## src/rtl/ipu_frame_ctrl.sv

```systemverilog
// Frame sequencer gating camera pixels into the IPU and queueing one result (or miss) per frame.
// Results appear one cycle after capture; host backpressure via oVALID/iREADY, overflow drops counted.
module ipu_frame_ctrl #(
    parameter int FIFO_DEPTH = 4
) (
    input  logic        iCLK,
    input  logic        iRST,
    input  logic        iEnable,
    input  logic        iDVAL,
    input  logic [10:0] iX_Cont,
    input  logic [10:0] iY_Cont,
    input  logic [10:0] iCoord_X,
    input  logic [10:0] iCoord_Y,
    input  logic        iCoord_VALID,
    output logic        oIPU_DVAL,
    output logic [10:0] oX,
    output logic [10:0] oY,
    output logic        oMISS,
    output logic        oVALID,
    input  logic        iREADY,
    output logic [15:0] oFrame_cnt,
    output logic [7:0]  oDrop_cnt,
    output logic        oBusy
);

    localparam int PW = $clog2(FIFO_DEPTH);
    localparam logic [PW:0] DEPTH_C = FIFO_DEPTH[PW:0];

    typedef enum logic [1:0] {IDLE, WAIT_SOF, ACTIVE, DONE} state_t;

    typedef struct packed {
        logic        miss;
        logic [10:0] x;
        logic [10:0] y;
    } entry_t;

    state_t state, nextState;

    logic   sof;
    logic   pushReq;
    entry_t pushEntry;
    logic   frameInc;

    entry_t        mem [FIFO_DEPTH];
    logic [PW-1:0] wrPtr, rdPtr;
    logic [PW:0]   count;
    logic          pop, full, pushOk, drop;
    logic [15:0]   frameCnt;
    logic [7:0]    dropCnt;

    assign sof = iDVAL & (iX_Cont == 11'd0) & (iY_Cont == 11'd0);

    always_ff @(posedge iCLK or negedge iRST) begin
        if (!iRST) state <= IDLE;
        else       state <= nextState;
    end

    always_comb begin
        nextState = state;
        pushReq   = 1'b0;
        pushEntry = '0;
        frameInc  = 1'b0;
        case (state)
            IDLE: begin
                if (iEnable) nextState = WAIT_SOF;
            end
            WAIT_SOF: begin
                if (!iEnable) begin
                    nextState = IDLE;
                end else if (sof) begin
                    nextState = ACTIVE;
                    frameInc  = 1'b1;
                end
            end
            ACTIVE: begin
                if (sof) begin
                    // Frame ended: report the coordinate if it lands on the SOF cycle, else a miss.
                    pushReq   = 1'b1;
                    pushEntry = iCoord_VALID ? '{1'b0, iCoord_X, iCoord_Y} : '{1'b1, 11'd0, 11'd0};
                    nextState = iEnable ? ACTIVE : IDLE;
                    frameInc  = iEnable;
                end else if (iCoord_VALID) begin
                    pushReq   = 1'b1;
                    pushEntry = '{1'b0, iCoord_X, iCoord_Y};
                    nextState = DONE;
                end
            end
            DONE: begin
                // A late disable still waits for the frame boundary.
                if (sof) begin
                    nextState = iEnable ? ACTIVE : IDLE;
                    frameInc  = iEnable;
                end
            end
            default: nextState = IDLE;
        endcase
    end

    assign oIPU_DVAL = iRST & iDVAL &
                       ((state == ACTIVE) |
                        (sof & iEnable & ((state == WAIT_SOF) | (state == DONE))));
    assign oBusy     = (state != IDLE);

    assign oVALID = (count != '0);
    assign full   = (count == DEPTH_C);
    assign pop    = oVALID & iREADY;
    assign pushOk = pushReq & (~full | pop);
    assign drop   = pushReq & full & ~pop;

    always_ff @(posedge iCLK) begin
        if (pushOk) mem[wrPtr] <= pushEntry;
    end

    always_ff @(posedge iCLK or negedge iRST) begin
        if (!iRST) begin
            wrPtr <= '0;
            rdPtr <= '0;
            count <= '0;
        end else begin
            if (pushOk) wrPtr <= wrPtr + 1'b1;
            if (pop)    rdPtr <= rdPtr + 1'b1;
            case ({pushOk, pop})
                2'b10:   count <= count + 1'b1;
                2'b01:   count <= count - 1'b1;
                default: count <= count;
            endcase
        end
    end

    always_ff @(posedge iCLK or negedge iRST) begin
        if (!iRST) begin
            frameCnt <= '0;
            dropCnt  <= '0;
        end else begin
            if (frameInc)                  frameCnt <= frameCnt + 16'd1;
            if (drop && dropCnt != 8'hFF)  dropCnt  <= dropCnt + 8'd1;
        end
    end

    // Head entry is masked while empty so stale memory never shows.
    always_comb begin
        oX    = '0;
        oY    = '0;
        oMISS = 1'b0;
        if (oVALID) begin
            oX    = mem[rdPtr].x;
            oY    = mem[rdPtr].y;
            oMISS = mem[rdPtr].miss;
        end
    end

    assign oFrame_cnt = frameCnt;
    assign oDrop_cnt  = dropCnt;

endmodule
```

## config.mk

```make
export PLATFORM = sky130hd
export DESIGN_NAME = ipu_frame_ctrl
export DESIGN_NICKNAME = d
export VERILOG_FILES = /design/src/rtl/ipu_frame_ctrl.sv
export SDC_FILE = /design/constraint.sdc
export NUM_CORES = 1
export LEC_CHECK = 0
export BUFFER_PORTS_ARGS = -buffer_cell sky130_fd_sc_hd__buf_2
export CORE_MARGIN = 2
export CORE_UTILIZATION = 50
export DETAILED_ROUTE_END_ITERATION = 8
export PLACE_DENSITY = 0.88
export REMOVE_ABC_BUFFERS = 1
export SYNTH_ARGS = -nofsm -noshare
export SYNTH_HDL_FRONTEND = slang
export SYNTH_SLANG_ARGS = --single-unit
```

## constraint.sdc

```tcl
create_clock -name iCLK -period 2.52 [get_ports iCLK]
set_input_delay 0.378 -clock iCLK [delete_from_list [all_inputs] [get_ports iCLK]]
set_output_delay 0.378 -clock iCLK [all_outputs]
set_load 0.01 [all_outputs]
```

# Word-level counts from Yosys, hierarchy flattened
# Memories as Yosys holds them, arrays and structs flattened.
# Index checks and enable logic that the tools add are counted.
[word_totals]
regBits = 33
ram_bits = 92
inputBits = 50
out_inout_bits = 50
wordCells = 73
n_memories = 1
[mem_list]
columns = ["memory", "words", "width", "read_ports", "rd_ports_with_merged_regs", "wr", "line", "source"]
rows = [
  ["mem", 4, 23, 1, 0, 1, "44", "entry_t mem [FIFO_DEPTH];"],
]
[op_classes]
addsub = 6
eq_ne = 11
muxes = 25
n_bitwise = 15
reduce_logical = 9
[ops]
columns = ["cell", "count"]
rows = [
  ["$mux W23", 3],
  ["$logic_not A11 Y1", 2],
  ["$mux W11", 2],
  ["$mux W22", 1],
  ["$add A16 B1 Y16 const B", 1],
  ["$mux W2", 7],
  ["$and A1 B1 Y1", 10],
  ["$mux W1", 9],
  ["$add A8 B1 Y8 const B", 1],
  ["$ne A8 B8 Y1 const B", 1],
  ["$pmux W2 S4", 1],
  ["$eq A2 B2 Y1 const B", 3],
  ["$ne A3 B3 Y1 const B", 2],
  ["$pmux W3 S2", 1],
  ["$add A2 B1 Y2 const B", 2],
  ["$eq A2 B1 Y1 const B", 2],
  ["$ne A2 B2 Y1 const B", 2],
  ["$reduce_and A4 Y1", 1],
  ["$reduce_bool A2 Y1", 2],
  ["$add A3 B1 Y3 const B", 1],
  ["$eq A3 B3 Y1 const B", 1],
  ["$or A1 B1 Y1", 3],
  ["$reduce_bool A3 Y1", 1],
  ["$sub A3 B1 Y3 const B", 1],
  ["other kinds (5)", 6],
]

# Longest topological paths before layout
# Gate-level depths: netlist of run 1.
[logic_depth]
ltp_word = 8
mapped_depth = 11
mapped_depth_nobuf = 9

# Worst setup path after synthesis of run 1
# Ideal clock, no wire load.
[synth_path]
path_type = "input to register"
startpoint = "input port iX_Cont[4]"
endpoint = "memory mem[0][0] (netlist bit), enable pin"
setup_time_ps = 382
t_arrival_ps = 2113
setup_slack_ps = 25
stages = 5
path_cell_list = "or4_4 nor2_4 a31oi_4 nor2_2 and2_1"
[synth_between]
elab_chain_cells = 8
[synth_rtl]
columns = ["element", "line", "source"]
rows = [
  ["start, declared", "10", "input logic [10:0] iX_Cont,"],
  ["$logic_not A11 Y1", "51", "assign sof = iDVAL & (iX_Cont == 11'd0) & (iY_Cont == 11'd0);"],
  ["$and A1 B1 Y1 (2 in series)", "51", ""],
  ["$mux W1", "76", "if (sof) begin"],
  ["$mux W1", "63", "case (state)"],
  ["$and A1 B1 Y1", "107", "assign pushOk = pushReq & (~full | pop);"],
  ["$mux W1", "111", "if (pushOk) mem[wrPtr] <= pushEntry;"],
  ["$mux W1 (implied by the code)", "111", ""],
  ["end, declared", "44", ""],
]
# Every way passes these cells.

# Worst setup path in the final report of run 1
[layout_path]
startpoint = "register rdPtr[0]"
endpoint = "output port oX[4]"
[layout_between]
elab_chain_cells = 2
[layout_rtl]
columns = ["element", "line", "source"]
rows = [
  ["start, declared", "45", "logic [PW-1:0] wrPtr, rdPtr;"],
  ["start signal, assigned", "121", "if (pop) rdPtr <= rdPtr + 1'b1;"],
  ["$mem_v2 Z4 W23", "--", ""],
  ["$mux W11", "145", "if (oVALID) begin"],
  ["end, declared", "16", "output logic [10:0] oX,"],
]
# Every way passes these cells.

==> summary.md, run 1 <==
| Metric | Value |
|---|---|
| Status | completed |
| FP Rows | 38 |
| Fraction of registers with async set/reset | 26.40% |
| Commonest non-fill, non-tap cells in the layout | 99 x buf_2, 92 x edfxtp_1, 32 x dfrtp_1 |
| Ratio of cells with drive above 1 in the final layout | 38.85% |
| Area Overhead vs Synth | 24.95% |
| Count of cell types in the netlist | 42 |
| Post-route cell area | 6835 sq um |
| CTS clk-pin slew, worst paths | 60 ps |
| Pre-Repair DR Iteration Count | 4 |
| Root Buffer | clkbuf_8 |
| Startpoint types | flip-flop |
| Worst clock skew | 7.729 ps |
| Htree depth | 4 |
| Final Instance Count excl. Fillers | 629 |
| DRC | 0 |
| Seq/Total Area, Yosys | 65.60% |
| CTS tree | yes |
| Final WL | 11.82 mm |
| Placed cells | 594 |
| Setup Viol. Count Final | 0 |
| CP endpoint kind | primary output |
| Post-route minimum period | 2351 ps |
| Clk buf depth | 2 |
| Setup CP Type | flip-flop to primary output |
| Main flop type after synthesis | edfxtp_1 |
| Initial antenna violation count | 0 |
| Yosys reg bits | 125 |
| Placer Congestion | 0.7404 |
| Crit-path max FO | 18 |
| Sequential cell area | 3590 sq um |
| Static leakage | 2.629 nW |
| Global-route wire length before repair | 18.53 mm |
| Final period util | 93.31% |
| Crit path arrival time | 1970 ps |
| CORE AREA | 10,750 sq um |
| Dpl hpwl | 7.437 mm |
| Number of clock sinks | 125 |
| RSZ-0062 raised after global routing | no |
| Pwr per Cell Area | 660.6 nW/um^2 |
| Fmax | 425.3 MHz |
| Net count, final | 533 |
| Port Buffers | 99 |
| WL/cell | 18.79 um |
| Slowest CP cell | mux4_2 |
| Req. time, crit path | 2140 ps |
| Vias per std cell | 5.494 |
| Placed cell area | 6250 sq um |
| Final hold vios | 0 |
| Syn Area/Cell | 15.32 sq um |
| HP Class | input port to flip-flop |
| Worst Max-Slew Pin Slew | 545.1 ps |
| Chip Height | 108.6 um |
| DRT iter0 DRCs | 211 |
| Die width | 108.6 um |
| CTS buffer count | 17 |
| Routed vias | 3,456 |
| Mapped cell area | 5470 sq um |
| I/O pin cnt | 100 |
| Area occupied by multi-input gates | 1779 sq um |
| Die area | 11,790 sq um |
| Yosys warnings | 0 |
| Worst-Skew Late Latency | 510 ps |
| Worst rel slew slack | 63.15% |
| Fin. max-slew vios | 0 |
| Critical-path cell list | buf_12 > mux4_2 > and2_1 > buf_2 |
| Fin util | 63.61% |
| Largest net degree at the start of global routing | 34 |
| Post-route antenna net violation count | 0 |
| Synth Instances | 357 |
| Crit path largest cell delay | 520 ps |
| Vias in the first global route | 3,586 |
| Post-synth EDFFs | 92 |
| Gr ovfl total | 0 |
| Fillcell total | 796 |
| Fin Hold WS | 196.9 ps |
| Most common cell after layout, fill and taps aside | buf_2 |
| Antenna fix cells | 0 |
| Initial Utilization | 50.91% |
| GRT Util Overall | 21.74% |
| Maximum VDD drop | 0.5139 mV |
| Maxcap violations | 0 |
[worst max-delay path, delay by kind of cell (launching register included)]
kind	cells	cell delay (ps)
mux	1	520
buf+inv	2	340
flops	1	420
simple gates	1	180
[cell families after synthesis]
logic type | after synthesis | share of synthesized area, %
and+or+nand+nor | 131 | 14.25
buffers and inverters | 27 | 2.036
muxes | 29 | 10.64
adders and majority gates | 7 | 1.738
DFF | 125 | 65.60
xor gates and xnor gates | 25 | 4.003
AOI/OAI and AO/OA | 13 | 1.738
[per-stage QoR]
stage | TNS [ps] | setup WS [ps] | power, mW
global route | 0 | 89.22 | 4.645
finish | 0 | 168.6 | 4.515
floorplan | -26640 | -286.9 | 2.244
CTS | 0 | 154.5 | 4.552
global placement | 0 | 160.5 | 2.308
detailed placement | -17.48 | -17.48 | 2.311
[Yosys cell counts (all sizes together), types with 2 or more instances]
cell     n  area share [%]
and2    29             3.3
and4     2            0.32
o21ai    3            0.27
nand2   12            0.82
nor2    17             1.3
a21oi    5            0.46
mux4    23             9.5
clkbuf  15             1.0
inv      9            0.62
dfrtp   33              15
and3    23             2.6
or2      2            0.23
nor4b    3            0.48
xnor2    8             1.3
edfxtp  92              51
buf      3            0.39
or4      3            0.55
mux2     3            0.62
mux2i    3            0.55
nor3    10             1.3
nand3   13             1.2
xor2    17             2.7
ha       6             1.4
nor4     7            0.91
nand4    6            0.69
[timing repair]
action                                  CTS  global route
endpoints found under the hold margin    33             0
gates resized for setup                   0             1
hold buffers                              1             0
setup buffers                             2             0
endpoints found under the setup margin   17             1
[power breakdown]
group	internal (mW)	switching [mW]
Clock	1.32	0.925
Combinational	0.0385	0.0422
Sequential	2.19	0.00165
Total	3.55	0.969
[flip-flops by register name (all words and copies together) (netlist names)]
signal and cells:
rdPtr 2, oDrop_cnt 8, state 2, wrPtr 2
count 3, mem 92, oFrame_cnt 16
[per-layer routing]
metal | wire length [um] | part of all wire, % | track usage [%] | vias up
li1 | - | - | - | 1596
met1 | 4625 | 39 | 25.67 | 1677
met2 | 6089 | 52 | 37.77 | 162
met3 | 839 | 7.1 | 6.028 | 21
met4 | 261 | 2.2 | 8.425 | 0
met5 | 0 | 0 | 0 | -
[area by class of cell]
type                    instances  area share (%)
flip-flops and latches        125           52.52
multi-input cells             205           26.03
repair buffers                118           10.29
clock buffers                  17           6.059
well taps                     140           2.563
clock inverters                15           2.050
inverters                       9          0.4942
[path summary, 6_finish.rpt]
check / startpoint / to / slack, ps / cells past startpoint
min in group asynchronous: iRST / oDrop_cnt[1] / 470 / 3
setup / recovery: rdPtr[0] / oX[4] / 170 / 4
max in group asynchronous: iRST / rdPtr[0] / 1720 / 3
hold reg to reg: oFrame_cnt[15] / oFrame_cnt[15] / 470 / 1
hold / removal: iEnable / state[0] / 200 / 3
setup reg to reg: state[1] / count[1] / 230 / 9
Power figures use the tool's default switching activity.
==> run 2, diff against run 1 <==
--- a/config.mk
+++ b/config.mk
@@ -9,8 +9,10 @@
 export CORE_MARGIN = 2
 export CORE_UTILIZATION = 50
 export DETAILED_ROUTE_END_ITERATION = 8
+export MAX_ROUTING_LAYER = met4
 export PLACE_DENSITY = 0.88
 export REMOVE_ABC_BUFFERS = 1
+export SLEW_MARGIN = 10
 export SYNTH_ARGS = -nofsm -noshare
 export SYNTH_HDL_FRONTEND = slang
 export SYNTH_SLANG_ARGS = --single-unit
==> summary.md, run 2 (synthesis gave the netlist of run 1 again) <==
| Metric | Value |
|---|---|
| CORE AREA | 10,750 sq um |
| Biggest register | mem |
| Htree depth | 4 |
| Post-route antenna net violation count | 0 |
| Number of clock sinks | 125 |
| GRT Util Overall | 22.49% |
| Reg-to-reg slack, setup | 230 ps |
| Root Buffer | clkbuf_8 |
| CTS tree | yes |
| Static leakage | 2.629 nW |
| Crit-path max FO | 18 |
| Clk buf depth | 2 |
| DRT iter0 DRCs | 209 |
| Final hold vios | 0 |
| FP Rows | 38 |
| RSZ-0062 raised after global routing | no |
| I/O pin cnt | 100 |
| Dpl hpwl | 7.437 mm |
| Setup Viol. Count Final | 0 |
| Worst rel slew slack | 61.24% |
| Fmax | 422.6 MHz |
| Slowest CP cell | mux4_2 |
| Pwr per Cell Area | 660.2 nW/um^2 |
| Die area | 11,790 sq um |
| Vias per std cell | 5.483 |
| Initial Utilization | 50.91% |
| Final period util | 93.89% |
| Final worst slack | 154.0 ps |
| Vias in the first global route | 3,587 |
| CTS buffer count | 17 |
| Worst clock skew | 12.58 ps |
| CP endpoint kind | primary output |
| Most common cell after layout, fill and taps aside | buf_2 |
| Initial antenna violation count | 0 |
| Die width | 108.6 um |
| Maximum VDD drop | 0.5126 mV |
| Gr ovfl total | 0 |
| Final WL | 11.81 mm |
| Placer Congestion | 0.7496 |
| Crit path arrival time | 1990 ps |
| Critical-path cell list | buf_12 > mux4_2 > and2_1 > buf_2 |
| Maxcap violations | 0 |
| Startpoint types | flip-flop |
| Setup CP Type | flip-flop to primary output |
| Status | completed |
| DRC | 0 |
| Net count, final | 533 |
| Global-route wire length before repair | 18.55 mm |
| WL/cell | 18.78 um |
| Worst-Skew Late Latency | 510 ps |
| Routed vias | 3,449 |
| Placed cell area | 6250 sq um |
| Antenna fix cells | 0 |
| Ratio of cells with drive above 1 in the final layout | 38.85% |
| HP Class | input port to flip-flop |
| Post-route cell area | 6835 sq um |
| Worst Max-Slew Pin Slew | 573.3 ps |
| Post-route minimum period | 2366 ps |
| Chip Height | 108.6 um |
| Largest net degree at the start of global routing | 34 |
| Req. time, crit path | 2140 ps |
| Port Buffers | 99 |
| Area Overhead vs Synth | 24.95% |
| Max FFs per register | 92 |
| Pre-Repair DR Iteration Count | 4 |
| Pre-CTS setup slack | -17.48 ps |
| Commonest non-fill, non-tap cells in the layout | 99 x buf_2, 92 x edfxtp_1, 32 x dfrtp_1 |
| Crit path largest cell delay | 520 ps |
| CTS clk-pin slew, worst paths | 60 ps |
| Fin. max-slew vios | 0 |
run 2: cell counts in the layout (fill, tap and decap cells not counted):
No cell type changed its count.
run 2: critical path: cells and delay by family (launching register included):
family / cells / cell delay [ps]
multiplexers: 1 / 520
flip-flops: 1 / 420
buffers and inverters: 2 / 350
AND/OR/NAND/NOR: 1 / 180
run 2: path summary, 6_finish.rpt:
check / start / endpoint / depth (start not counted)
max: rdPtr[0] / oX[4] / 4
min: iEnable / state[0] / 3
max reg2reg: state[1] / count[1] / 9
min reg2reg: oFrame_cnt[15] / oFrame_cnt[15] / 1
max in group asynchronous: iRST / rdPtr[0] / 3
min in group asynchronous: iRST / oDrop_cnt[1] / 3
run 2: metrics by stage:
step | power, mW | TNS, ps | utilization (%) | hold slack [ps] | std cells
2_1_floorplan | 2.244 | -26640 | - | 82.41 | 339
3_3_place_gp | 2.308 | 0 | 58.16 | 454.4 | 594
3_5_place_dp | 2.311 | -17.48 | 58.16 | 455.2 | 594
4_1_cts | 4.552 | 0 | 63.55 | 178.0 | 629
5_1_grt | 4.650 | 0 | 63.61 | 191.6 | 629
6_report | 4.513 | 0 | 63.61 | 193.5 | 629
run 2: area by class of cell:
class                      instances  area [sq um]
tap                              140         175.2
fill                             796          3910
clock buffer                      17         414.1
multi-input combinational        205          1779
timing repair buffer             118         703.2
clock inverter                    15         140.1
sequential                       125          3590
inverter                           9         33.78
run 2: power by group:
| part | switching (mW) | leakage, nW | internal [mW] |
|---|---|---|---|
| Sequential | 0.00158 | 1.08 | 2.19 |
| Combinational | 0.0419 | 1.28 | 0.0385 |
| Clock | 0.923 | 0.273 | 1.32 |
| Total | 0.967 | 2.63 | 3.55 |
run 2: timing repair:
| item | CTS | global route |
|---|---|---|
| setup buffers | 2 | 0 |
| pin swaps | 0 | 0 |
| endpoints found under the setup margin | 17 | 1 |
| hold buffers | 1 | 0 |
| gates resized for setup | 0 | 1 |
| endpoints found under the hold margin | 33 | 0 |
run 2: metal layers:
metal	up-vias	track usage, %	wire (um)
met5	-	-	0
met1	1688	25.96	4570
met3	13	6.209	818
met4	0	8.150	184
met2	152	37.77	6237
li1	1596	-	-
==> run 3, diff against run 2 <==
--- a/config.mk
+++ b/config.mk
@@ -7,12 +7,13 @@
 export LEC_CHECK = 0
 export BUFFER_PORTS_ARGS = -buffer_cell sky130_fd_sc_hd__buf_2
 export CORE_MARGIN = 2
-export CORE_UTILIZATION = 50
+export CORE_UTILIZATION = 55
 export DETAILED_ROUTE_END_ITERATION = 8
 export MAX_ROUTING_LAYER = met4
-export PLACE_DENSITY = 0.88
+export PLACE_DENSITY = 0.91
 export REMOVE_ABC_BUFFERS = 1
 export SLEW_MARGIN = 10
 export SYNTH_ARGS = -nofsm -noshare
 export SYNTH_HDL_FRONTEND = slang
 export SYNTH_SLANG_ARGS = --single-unit
+export TNS_END_PERCENT = 50
==> constraint.sdc (replaced) <==
create_clock -name iCLK -period 2.2 [get_ports iCLK]
set_input_delay 0.33 -clock iCLK [delete_from_list [all_inputs] [get_ports iCLK]]
set_output_delay 0.33 -clock iCLK [all_outputs]
set_load 0.01 [all_outputs]
==> summary.md, run 3 (synthesis gave the netlist of run 1 again) <==
| Metric | Value |
|---|---|
| HP Class | input port to flip-flop |
| Post-route cell area | 7082 sq um |
| Ratio of cells with drive above 1 in the final layout | 43.20% |
| Fin. max-slew vios | 0 |
| Grt met1 use | 27.31% |
| Fillcell total | 612 |
| Met2 Track Usage GR | 42.86% |
| Post-route antenna net violation count | 0 |
| Pint | 4.296 mW |
| Worst Max-Slew Pin Slew | 578.5 ps |
| Max FFs per register | 92 |
| Switching share of power | 20.40% |
| Die area | 10,760 sq um |
| Fin util | 72.79% |
| Maximum VDD drop | 0.5144 mV |
| Biggest register | mem |
| Initial Utilization | 56.22% |
| Most common cell after layout, fill and taps aside | edfxtp_1 |
| Pwr per Cell Area | 762.1 nW/um^2 |
| Worst rel slew slack | 61.17% |
| Area Overhead vs Synth | 29.46% |
| DRC | 0 |
| Vias per std cell | 5.517 |
| Commonest non-fill, non-tap cells in the layout | 92 x edfxtp_1, 87 x buf_2, 31 x dfrtp_1 |
| CTS clk-pin slew, worst paths | 60 ps |
| CTS tree | yes |
| Setup CP Type | flip-flop to primary output |
| Dpl hpwl | 7.825 mm |
| DRT iter0 DRCs | 183 |
| Crit-path max FO | 17 |
| Worst clock skew | 9.338 ps |
| Maxcap violations | 0 |
| Static leakage | 2.727 nW |
| Net count, final | 544 |
| WL/cell | 18.65 um |
| GR Layer Usage met3 | 5.223% |
| Setup Viol. Count Final | 19 |
| FP Rows | 36 |
| Final period util | 103.1% |
| Logic pwr share | 1.7% |
| Number of clock sinks | 125 |
| Placed cell area | 6331 sq um |
| Die width | 103.7 um |
| Crit path arrival time | 1940 ps |
| GRT Util Overall | 24.17% |
| GRT Max-Usage Layer | met2 |
| CP endpoint kind | primary output |
| CORE AREA | 9729 sq um |
| Crit path largest cell delay | 540 ps |
| Htree depth | 4 |
| Chip Height | 103.7 um |
| Clk pwr share | 51.8% |
| Antenna fix cells | 0 |
| Worst-Skew Late Latency | 510 ps |
| Clk buf depth | 2 |
| RSZ-0062 raised after global routing | yes |
| Post-route minimum period | 2268 ps |
| NetSw | 1.101 mW |
| I/O pin cnt | 100 |
| Port Buffers | 99 |
| Final hold vios | 0 |
| Critical-path cell list | buf_12 > mux4_2 > and2_1 > buf_2 |
| Slowest CP cell | mux4_2 |
| Gr ovfl total | 0 |
| Req. time, crit path | 1870 ps |
| Root Buffer | clkbuf_8 |
| Pre-Repair DR Iteration Count | 5 |
| Largest net degree at the start of global routing | 34 |
| Startpoint types | flip-flop |
| CTS buffer count | 17 |
| Initial antenna violation count | 0 |
| Seq pwr share | 46.5% |
| Status | finished, violations left |
| Final worst slack | -67.63 ps |
| Global-route wire length before repair | 19.32 mm |
| Vias in the first global route | 3,719 |
| Fmax | 441.0 MHz |
| Final WL | 11.81 mm |
| Routed vias | 3,492 |
| Placer Congestion | 0.7766 |
| Failing checks | negative setup slack |
-- run 3: worst max-delay path, delay by kind of cell (launching register included) --
family	cells	cell delay (ps)
mux	1	540
buf+inv	2	320
simple gates	1	170
flops	1	400
-- run 3: routing by layer --
| metal | share of wire [%] | up-vias |
|---|---|---|
| met1 | 38 | 1751 |
| met2 | 56 | 120 |
| met4 | 0.87 | 0 |
| met3 | 5.3 | 10 |
| met5 | 0 | - |
| li1 | - | 1611 |
-- run 3: final timing paths --
| path | startpoint | endpoint | slack (ps) | cells after the start |
|---|---|---|---|---|
| max in group asynchronous | iRST | count[1] | 1430 | 3 |
| min in group asynchronous | iRST | oFrame_cnt[14] | 440 | 3 |
| max | rdPtr[0] | oY[7] | -70 | 4 |
| max reg2reg | state[1] | count[1] | 80 | 9 |
| min reg2reg | oDrop_cnt[6] | oDrop_cnt[6] | 480 | 1 |
| min | iEnable | state[0] | 140 | 3 |
-- run 3: stage by stage --
stage	total power [mW]	hold slack (ps)	setup WS [ps]	std cells	TNS [ps]
2_1_floorplan	2.570	34.41	-606.9	339	-57750
3_3_place_gp	2.642	430.6	-111.2	599	-1729
3_5_place_dp	2.645	436.5	-182.4	599	-5519
4_1_cts	5.440	118.9	-116.0	633	-1310
5_1_grt	5.554	129.5	-140.4	633	-2256
6_report	5.397	140.5	-67.63	633	-515.7
-- run 3: layout make-up --
class / count / area (sq um) / share of cell area, %
tap: 133 / 166.4 / 2.350
clock buffer: 17 / 414.1 / 5.848
timing repair buffer: 129 / 872.1 / 12.31
clock inverter: 15 / 187.7 / 2.650
sequential: 125 / 3591 / 50.71
multi-input combinational: 205 / 1817 / 25.65
inverter: 9 / 33.78 / 0.4770
-- run 3: power by group through the flow --
stage                     clock [mW]  sequential (mW)  combinational (mW)
after floorplan                    0             2.56              0.0142
after global placement             0             2.56              0.0858
after detailed placement           0             2.56              0.0888
after CTS                       2.84             2.51              0.0914
after global routing            2.95             2.51               0.101
final                           2.80             2.51              0.0909
-- run 3: timing repair --
item                                   4_1_cts  5_1_grt
gates resized for setup                     15       18
hold buffers                                 1        0
setup buffers                                1        0
pin swaps                                   10        1
setup endpoints to repair                   24       25
endpoints found under the hold margin       33        0
